$ cat src/rtl/cache_way_array_if.sv
// Writeback port of the cache way array: dirty lines offered by the flush walker.
// A line transfers on every rising edge where wb_valid && wb_ready; wb_index/tag/data
// stay stable from wb_valid rising until that edge, and wb_valid never drops without it.
interface cache_way_array_if #(
    parameter int IDX_W      = 3,
    parameter int TAG_WIDTH  = 9,
    parameter int LINE_WIDTH = 128
);
    logic                  wb_valid;
    logic                  wb_ready;
    logic [IDX_W-1:0]      wb_index;
    logic [TAG_WIDTH-1:0]  wb_tag;
    logic [LINE_WIDTH-1:0] wb_data;

    modport master (output wb_valid, wb_index, wb_tag, wb_data, input wb_ready);
    modport slave  (input wb_valid, wb_index, wb_tag, wb_data, output wb_ready);
endinterface

$ cat src/rtl/cache_way_array.sv
// One cache way: per-index valid/dirty/tag/data with combinational lookup, byte-masked
// modify, a flush walker that writes back dirty lines, and a live dirty-line count.
module cache_way_array #(
    parameter int NUM_SETS   = 8,
    parameter int TAG_WIDTH  = 9,
    parameter int LINE_WIDTH = 128,
    parameter int IDX_W      = $clog2(NUM_SETS)
) (
    input  logic                    clk,
    input  logic                    rst_n,
    input  logic [IDX_W-1:0]        rd_index,
    output logic                    out_valid,
    output logic                    out_dirty,
    output logic [TAG_WIDTH-1:0]    out_tag,
    output logic [LINE_WIDTH-1:0]   out_data,
    input  logic                    wr_en,
    input  logic                    wr_type,
    input  logic [IDX_W-1:0]        wr_index,
    input  logic [TAG_WIDTH-1:0]    wr_tag,
    input  logic [LINE_WIDTH-1:0]   wr_data,
    input  logic [LINE_WIDTH/8-1:0] wr_byte_en,
    output logic                    wr_accept,
    input  logic                    flush_req,
    input  logic                    flush_inv,
    cache_way_array_if.master       wb,
    output logic                    busy,
    output logic                    flush_done,
    output logic [IDX_W:0]          dirty_count,
    output logic [1:0]              walk_state
);
    localparam int NBYTES = LINE_WIDTH / 8;

    typedef enum logic [1:0] {ST_IDLE = 2'd0, ST_SCAN = 2'd1, ST_DONE = 2'd2} walk_state_e;

    walk_state_e           state_q, state_d;
    logic [NUM_SETS-1:0]   valid_q, dirty_q;
    logic [TAG_WIDTH-1:0]  tag_q  [NUM_SETS];
    logic [LINE_WIDTH-1:0] data_q [NUM_SETS];
    logic [IDX_W-1:0]      scan_idx_q;
    logic                  inv_q;
    logic [IDX_W:0]        dirty_count_q;

    logic                  cur_dirty, scan_last, scan_advance, scan_start, wb_valid_c;
    logic                  fill_commit, mod_commit, cnt_inc, cnt_dec;
    logic [LINE_WIDTH-1:0] merged;

    assign out_valid   = valid_q[rd_index];
    assign out_dirty   = dirty_q[rd_index];
    assign out_tag     = tag_q[rd_index];
    assign out_data    = data_q[rd_index];
    assign wr_accept   = wr_en & ~busy;
    assign dirty_count = dirty_count_q;
    assign walk_state  = state_q;

    assign fill_commit = wr_accept & ~wr_type;
    assign mod_commit  = wr_accept & wr_type & valid_q[wr_index];
    assign cur_dirty   = valid_q[scan_idx_q] & dirty_q[scan_idx_q];
    assign scan_last   = (scan_idx_q == IDX_W'(NUM_SETS - 1));

    assign wb.wb_valid = wb_valid_c;
    assign wb.wb_index = scan_idx_q;
    assign wb.wb_tag   = tag_q[scan_idx_q];
    assign wb.wb_data  = data_q[scan_idx_q];

    always_comb begin
        merged = data_q[wr_index];
        for (int i = 0; i < NBYTES; i++) begin
            if (wr_byte_en[i]) merged[i*8 +: 8] = wr_data[i*8 +: 8];
        end
    end

    // Walker state register and next-state/output decode.
    always_ff @(posedge clk or negedge rst_n) begin
        if (!rst_n) state_q <= ST_IDLE;
        else        state_q <= state_d;
    end

    always_comb begin
        state_d      = state_q;
        busy         = 1'b0;
        flush_done   = 1'b0;
        wb_valid_c   = 1'b0;
        scan_advance = 1'b0;
        scan_start   = 1'b0;
        case (state_q)
            ST_IDLE: begin
                if (flush_req) begin
                    state_d    = ST_SCAN;
                    scan_start = 1'b1;
                end
            end
            ST_SCAN: begin
                busy         = 1'b1;
                wb_valid_c   = cur_dirty;
                scan_advance = ~cur_dirty | wb.wb_ready;
                if (scan_advance && scan_last) state_d = ST_DONE;
            end
            ST_DONE: begin
                flush_done = 1'b1;
                state_d    = ST_IDLE;
            end
            default: state_d = ST_IDLE;
        endcase
    end

    always_ff @(posedge clk or negedge rst_n) begin
        if (!rst_n) begin
            scan_idx_q <= '0;
            inv_q      <= 1'b0;
        end else if (scan_start) begin
            scan_idx_q <= '0;
            inv_q      <= flush_inv;
        end else if (scan_advance) begin
            scan_idx_q <= scan_idx_q + IDX_W'(1);
        end
    end

    // Writes are never accepted during SCAN, so write and walker updates never collide.
    always_ff @(posedge clk or negedge rst_n) begin
        if (!rst_n) begin
            valid_q <= '0;
            dirty_q <= '0;
        end else begin
            if (fill_commit) begin
                valid_q[wr_index] <= 1'b1;
                dirty_q[wr_index] <= 1'b0;
            end else if (mod_commit) begin
                dirty_q[wr_index] <= 1'b1;
            end
            if (scan_advance) begin
                dirty_q[scan_idx_q] <= 1'b0;
                if (inv_q) valid_q[scan_idx_q] <= 1'b0;
            end
        end
    end

    always_ff @(posedge clk) begin
        if (fill_commit) begin
            tag_q[wr_index]  <= wr_tag;
            data_q[wr_index] <= wr_data;
        end else if (mod_commit) begin
            data_q[wr_index] <= merged;
        end
    end

    assign cnt_inc = mod_commit & ~dirty_q[wr_index];
    assign cnt_dec = (fill_commit & valid_q[wr_index] & dirty_q[wr_index]) |
                     (scan_advance & cur_dirty);

    always_ff @(posedge clk or negedge rst_n) begin
        if (!rst_n)       dirty_count_q <= '0;
        else if (cnt_inc) dirty_count_q <= dirty_count_q + (IDX_W+1)'(1);
        else if (cnt_dec) dirty_count_q <= dirty_count_q - (IDX_W+1)'(1);
    end
endmodule

$ cat src/flat_wrapper.sv
// flat-port wrapper written by rule: the top's interface ports become plain ports
module cache_way_array_flat 
#(
    parameter int NUM_SETS   = 8,
    parameter int TAG_WIDTH  = 9,
    parameter int LINE_WIDTH = 128,
    parameter int IDX_W      = $clog2(NUM_SETS)
)
  (clk, rst_n, rd_index, out_valid, out_dirty, out_tag, out_data, wr_en, wr_type, wr_index, wr_tag, wr_data, wr_byte_en, wr_accept, flush_req, flush_inv, busy, flush_done, dirty_count, walk_state, wb_wb_valid, wb_wb_index, wb_wb_tag, wb_wb_data, wb_wb_ready);
  cache_way_array_if #(.IDX_W(IDX_W), .TAG_WIDTH(TAG_WIDTH), .LINE_WIDTH(LINE_WIDTH)) wb_i ();
  input  logic clk;
  input  logic rst_n;
  input  logic [IDX_W-1:0] rd_index;
  output logic out_valid;
  output logic out_dirty;
  output logic [TAG_WIDTH-1:0] out_tag;
  output logic [LINE_WIDTH-1:0] out_data;
  input  logic wr_en;
  input  logic wr_type;
  input  logic [IDX_W-1:0] wr_index;
  input  logic [TAG_WIDTH-1:0] wr_tag;
  input  logic [LINE_WIDTH-1:0] wr_data;
  input  logic [LINE_WIDTH/8-1:0] wr_byte_en;
  output logic wr_accept;
  input  logic flush_req;
  input  logic flush_inv;
  output logic busy;
  output logic flush_done;
  output logic [IDX_W:0] dirty_count;
  output logic [1:0] walk_state;
  output wire logic [$bits(wb_i.wb_valid)-1:0] wb_wb_valid;
  output wire logic [$bits(wb_i.wb_index)-1:0] wb_wb_index;
  output wire logic [$bits(wb_i.wb_tag)-1:0] wb_wb_tag;
  output wire logic [$bits(wb_i.wb_data)-1:0] wb_wb_data;
  input wire logic [$bits(wb_i.wb_ready)-1:0] wb_wb_ready;
  assign wb_wb_valid = wb_i.wb_valid;
  assign wb_wb_index = wb_i.wb_index;
  assign wb_wb_tag = wb_i.wb_tag;
  assign wb_wb_data = wb_i.wb_data;
  assign wb_i.wb_ready = wb_wb_ready;
  cache_way_array #(.NUM_SETS(NUM_SETS), .TAG_WIDTH(TAG_WIDTH), .LINE_WIDTH(LINE_WIDTH), .IDX_W(IDX_W)) u_core (.clk(clk), .rst_n(rst_n), .rd_index(rd_index), .out_valid(out_valid), .out_dirty(out_dirty), .out_tag(out_tag), .out_data(out_data), .wr_en(wr_en), .wr_type(wr_type), .wr_index(wr_index), .wr_tag(wr_tag), .wr_data(wr_data), .wr_byte_en(wr_byte_en), .wr_accept(wr_accept), .flush_req(flush_req), .flush_inv(flush_inv), .wb(wb_i), .busy(busy), .flush_done(flush_done), .dirty_count(dirty_count), .walk_state(walk_state));
endmodule
$ cat config.mk
export PLATFORM = sky130hd
export DESIGN_NAME = cache_way_array_flat
export DESIGN_NICKNAME = d
export VERILOG_FILES = /design/src/rtl/cache_way_array_if.sv /design/src/rtl/cache_way_array.sv /design/src/flat_wrapper.sv
export SDC_FILE = /design/constraint.sdc
export NUM_CORES = 1
export LEC_CHECK = 0
export BUFFER_PORTS_ARGS = -buffer_cell sky130_fd_sc_hd__buf_2
export CORE_MARGIN = 5
export CORE_UTILIZATION = 45
export DETAILED_ROUTE_END_ITERATION = 12
export PLACE_DENSITY = 0.66
export SLEW_MARGIN = 20
export SYNTH_ARGS = -nofsm -noshare
export SYNTH_HDL_FRONTEND = slang
export SYNTH_SLANG_ARGS = --single-unit
$ cat constraint.sdc
create_clock -name clk -period 2.6 [get_ports clk]
set_clock_uncertainty 0.2 [all_clocks]
set_input_delay 0.52 -clock clk [delete_from_list [all_inputs] [get_ports clk]]
set_output_delay 0.52 -clock clk [all_outputs]
set_load 0.005 [all_outputs]
# Word level (Yosys, flattened, before mapping)
# Memories as Yosys holds them, arrays and structs flattened.
# Index checks and enable logic that the tools add are counted.
# classes
add_sub_neg,3
n_lt_le_gt_ge,5
eq_ne,21
n_mux,72
bitwise_logic,38
reduce_logical,23
# ops
cell,n
$mux W8,38
$reduce_and A2 Y1,17
$and A8 B8 Y8,3
$mux W1,19
$bmux W1 S3,6
$or A1 B1 Y1,18
$ne A1 B1 Y1 const B,16
$not A8 Y8,2
$or A8 B8 Y8,2
$lt A3 B4 Y1 const B,3
$and A1 B1 Y1,9
$mux W4,2
$demux W1 S3,2
$ge A3 B1 Y1 const B,2
$mux W3,2
$add A4 B1 Y4 const B,1
$mux W2,2
$not A1 Y1,4
$pmux W2 S2,1
$reduce_bool A2 Y1,2
$sub A4 B1 Y4 const B,1
$add A3 B1 Y3 const B,1
$eq A3 B3 Y1 const B,1
$logic_and A1 B1 Y1,3
5 further kinds,5
# word_totals
regBits,26
mem_bits_rw,1096
out_inout_bits,289
elab_cells,170
memories,2
# mem_list
name,words,word_bits,rd,rd_ports_with_merged_regs,wr,line_no,source
u_core.data_q,8,128,2,0,1,cache_way_array.sv:38,logic [LINE_WIDTH-1:0] data_q [NUM_SETS];
u_core.tag_q,8,9,2,0,1,cache_way_array.sv:37,logic [TAG_WIDTH-1:0] tag_q [NUM_SETS];

# Logic depth before layout (Yosys ltp)
# depth
depth_word,11
mapped_depth,13

# Worst setup path after synthesis
# Ideal clock, no wire load.
# synth_timing
kind,input -> register
start,input wr_index[2]
end,register u_core.dirty_count_q[3] (netlist: u_core.dirty_count[3])
setup_ps,127
arrival_ps,2606
path_slack_ps,-333
stages,13
path_cell_list,buf_2 > nor2_1 > a22oi_1 > and4b_1 > buf_2 > buf_2 > nand2_1 > ha_1 > a21o_1 > a21o_1 > a21bo_2 > o31ai_1 > xnor2_1
# synth_between
elab_chain_len,6
# synth_rtl
element,line_no,source
start: declaration,flat_wrapper.sv:20,input logic [IDX_W-1:0] wr_index;
$bmux W1 S3,"cache_way_array.sv:56, cache_way_array.sv:147",
$mux W1 (implied by the code),"cache_way_array.sv:56, cache_way_array.sv:147",
$and A1 B1 Y1 (2 in series),cache_way_array.sv:147,assign cnt_dec = (fill_commit & valid_q[wr_index] & dirty_q[wr_index]) |
$or A1 B1 Y1,cache_way_array.sv:147,
$reduce_bool A2 Y1 (no source line),-,
end signal: assignment,cache_way_array.sv:152,else if (cnt_inc) dirty_count_q <= dirty_count_q + (IDX_W+1)'(1);
end signal: assignment,cache_way_array.sv:153,else if (cnt_dec) dirty_count_q <= dirty_count_q - (IDX_W+1)'(1);
end: declaration,cache_way_array.sv:41,logic [IDX_W:0] dirty_count_q;
# Parallel ways exist; a longest one is shown, timed or not. The select of a mux whose other input is x is not followed.
# A chain may end at the register's enable or synchronous reset.

# Final worst setup path
# layout_timing
start,register u_core.scan_idx_q[0] (netlist: u_core.wb.wb_index[0])
end,output wb_wb_data[73]
# layout_between
elab_chain_len,1
# layout_rtl
element,line_no,source
start: declaration,cache_way_array.sv:39,logic [IDX_W-1:0] scan_idx_q;
start signal: assignment,cache_way_array.sv:114,scan_idx_q <= scan_idx_q + IDX_W'(1);
$mem_v2 Z8 W128,-,
end: declaration,flat_wrapper.sv:34,output wire logic [$bits(wb_i.wb_data)-1:0] wb_wb_data;
# Every way passes these cells.

==> results by group <==
CTS
  • Clock root buffer: clkbuf_16
  • Reg clk slew, reported paths: 0.06 ns
  • CTS tree: done
  • Total number of H-tree levels: 3
  • CTS sink cnt: 1122
  • Worst skew pair latency: 0.71 ns
  • Max clock buf depth: 3
  • Num CTS Buffers: 112

Route
  • TritonRoute pass-1 iters: 7
  • DR iter-0 viols: 4232
  • Via-to-Cell Ratio: 6.482
  • Drt total wl: 179600 um
  • Vias after detailed routing: 35768
  • DRC errors left: 0
  • Drt wl/cell: 32.55 um
  • ANT nets after route: 0

Place
  • Detail Placement HPWL: 111800 um
  • RD Place Congestion: 0.8792
  • Port bufs: 454
  • Worst slack at placement: -0.3091 ns
  • Inst Count DP: 4863
  • Cell area after placement: 0.05691 mm^2

Setup path
  • CP most frequent cell: buf_16
  • Worst Reg-to-Reg Cells: 10
  • CP cell instances: buf_12 -> buf_8 -> nor3b_4 -> buf_6 -> buf_16 -> buf_16 -> a22oi_2 -> nand4_1 -> buf_2
  • Setup slack, reg-to-reg: -0.11 ns
  • FF-to-FF End: u_core.dirty_count[1]
  • Crit end category: output pin
  • Arrival @ worst endpoint: 2.67 ns
  • Crit-path max cell delay: 0.43 ns
  • CP required: 1.88 ns
  • Critical path type: flip-flop to output pin
  • Slowest cell on crit path: dfrtp_2
  • RR Startpoint: u_core.wb.wb_index[0]
  • Critical path fanouts, max: 7
  • CP startpoint kind: flip-flop

Global route
  • Largest net degree at the start of global routing: 35
  • First-pass GRT wire length: 246300 um
  • GR Overflow Total: 0
  • Number of global-route vias before repair: 35485
  • Initial antenna violation count: 25
  • Total track usage: 0.2884

Worst hold path
  • Hold Path Origin: wb_wb_ready
  • Depth of the worst hold-timing path: 3
  • Hold Path Class: input pin to flip-flop
  • Worst Hold Path EP: u_core.walk_state[1]

Floorplan
  • Core ar.: 0.1087 mm^2
  • Full die area: 0.1159 mm^2
  • Die X: 340.5 um
  • Ports: 455
  • Starting Density: 0.4521
  • Die Y: 340.5 um
  • Placement Rows: 121

Yosys
  • Leading area contributor after synthesis: edfxtp_1
  • Net count after synthesis: 2929
  • Main combinational cell family by area after synthesis: multiplexers
  • FF+latch count, synth: 1122
  • EDFF count, synth: 1096
  • Top FF cell, synth: edfxtp_1
  • Area share of the largest cell type after synthesis: 0.6696
  • Synth warnings: 0
  • Post-Synth Simple-Gate Area: 0.03640
  • Async set-reset flop share out of synthesis: 0.02317
  • Multiplexer area fraction after synthesis: 0.1673
  • Cell count after synthesis: 2758
  • Avg Inst Size Synth: 17.82 um^2
  • Syn Std Cell Area: 0.04915 mm^2
  • Synth top area cells: edfxtp_1 (67%), mux4_2 (13%), a22oi_1 (6.5%)
  • Post-synthesis sequential area ratio: 0.6829
  • Count of different cell masters after synthesis: 56
  • Post-Synth Adder-Cell Area: 0.001426
  • Post-synthesis compound-gate area fraction: 0.09132
  • Post-Synth XOR/XNOR Area: 0.0007128

STA
  • Rel. slew slack: 0.5540
  • Final setup vio count: 340
  • Final Hold Fails: 0
  • Worst setup margin: -0.7882 ns
  • Final period util: 1.303
  • Slew Limit Fails: 0
  • Setup TNS: -120.09 ns
  • Worst-Margin Slew: 0.6674 ns
  • Achievable Freq: 295.1 MHz
  • Hold Slack: 0.07565 ns
  • RSZ-0062 raised after global routing: yes
  • Fin crit period: 3.388 ns

Final layout
  • Area growth, synth to finish: 39.02%
  • Fin util: 0.6286
  • Post-route insts no fill: 5518
  • Fraction of layout cells with a size suffix above 1: 0.5103
  • Fin nets: 4158
  • Final Cell Area: 0.06833 mm^2

Power
  • P_leak: 24.14 nW
  • Overall power: 60.41 mW
  • Pwr Density: 884.1 mW/mm^2
  • Peak supply drop: 0.0008301 V

Flow run
  • Max-Cap Viols: 0

Status
  • Status: finished with violations
  • Failing checks: setup timing
-- worst max path at each step --
stage,from,to,slack (ns),depth (start not counted)
2_1_floorplan,wr_index[0],u_core.dirty_count[3],-0.05,13
3_3_place_gp,wr_index[0],u_core.data_q[0][32],-0.22,8
3_5_place_dp,wr_index[0],u_core.data_q[0][35],-0.31,8
4_1_cts,u_core.wb.wb_index[0],wb_wb_valid,-0.85,10
5_1_grt,u_core.wb.wb_index[2],wb_wb_data[93],-0.87,10
6_report,u_core.wb.wb_index[0],wb_wb_data[73],-0.79,9
-- kinds of logic (layout without fill, tap and decap cells) --
kind of cell / count (synthesis) / in the layout
AO/OA/AOI/OAI: 581 / 581
buffers and inverters: 229 / 1549
AND/OR/NAND/NOR: 372 / 374
XOR/XNOR: 4 / 4
adder cells (fa/ha/maj): 5 / 5
multiplexers: 445 / 445
flip-flops: 1122 / 1122
other: 0 / 24
-- cell type report --
class,count,area (um^2)
antenna,24,60.06
multi-input combinational,1409,16370
fill,7578,40370
clock buffer,131,2917
clock inverter,76,767.0
timing repair buffer,1333,12840
inverter,9,38.79
sequential,1122,33570
tap,1414,1769
-- what timing repair did --
| action | CTS | global route |
|---|---|---|
| setup buffers | 59 | 183 |
| hold buffers | 141 | 0 |
| endpoints found under the setup margin | 355 | 996 |
| cloned | 27 | 28 |
| endpoints found under the hold margin | 1125 | 0 |
| gates resized for setup | 258 | 414 |
| pin swaps | 84 | 134 |
-- worst max-delay path, delay by kind of cell, from the launching register on --
| family | cells | cell delay [ns] |
|---|---|---|
| flip-flops | 1 | 0.43 |
| buffers and inverters | 6 | 0.96 |
| AO/OA/AOI/OAI | 1 | 0.16 |
| AND/OR/NAND/NOR | 2 | 0.38 |
-- flip-flops by register name, indices dropped and copies added, names as in the netlist --
| register | flops |
|---|---|
| u_core.data_q | 1024 |
| u_core.dirty_count | 4 |
| u_core.dirty_q | 8 |
| u_core.inv_q | 1 |
| u_core.tag_q | 72 |
| u_core.valid_q | 8 |
| u_core.walk_state | 2 |
| u_core.wb.wb_index | 3 |
-- per-layer routing --
| layer | GRT usage | routed length, um | vias up | part of all wire |
|---|---|---|---|---|
| li1 | - | - | 14326 | - |
| met1 | 0.3799 | 66780 | 18448 | 0.37 |
| met2 | 0.4702 | 86030 | 2547 | 0.48 |
| met3 | 0.07195 | 20270 | 437 | 0.11 |
| met4 | 0.1031 | 6461 | 10 | 0.036 |
| met5 | 0 | 57 | - | 0.00032 |
-- cell usage after synthesis (all sizes together), types with 3 or more instances --
| library cell | count |
|---|---|
| edfxtp | 1096 |
| a22oi | 425 |
| mux4 | 287 |
| nor2 | 158 |
| mux2 | 142 |
| clkbuf | 120 |
| buf | 100 |
| nand4 | 78 |
| nand3 | 65 |
| a221oi | 49 |
| a22o | 45 |
| nand2 | 36 |
| a21oi | 27 |
| dfrtp | 26 |
| mux2i | 16 |
| nor3 | 13 |
| o21ai | 11 |
| inv | 9 |
| o22a | 7 |
| nor2b | 6 |
| ha | 4 |
| a21o | 3 |
| a31oi | 3 |
| and2 | 3 |
| nand3b | 3 |
-- report_power, final --
part | internal [mW] | switching (mW)
combinational | 11.3 | 12.1
clock | 9.32 | 6.99
sequential | 20.4 | 0.376
total | 41.0 | 19.5
-- cells in the final DEF, fill, tap and decap left out, types with 141 or more instances in the layout --
cell and instances:
a22oi_1 257, a22oi_2 168, buf_2 362, buf_4 488, buf_6 141, clkbuf_16 141, dlygate4sd3_1 141, edfxtp_1 1096
mux4_2 287, nor2_1 155
No activity file was read; power rests on OpenSTA's default activity.
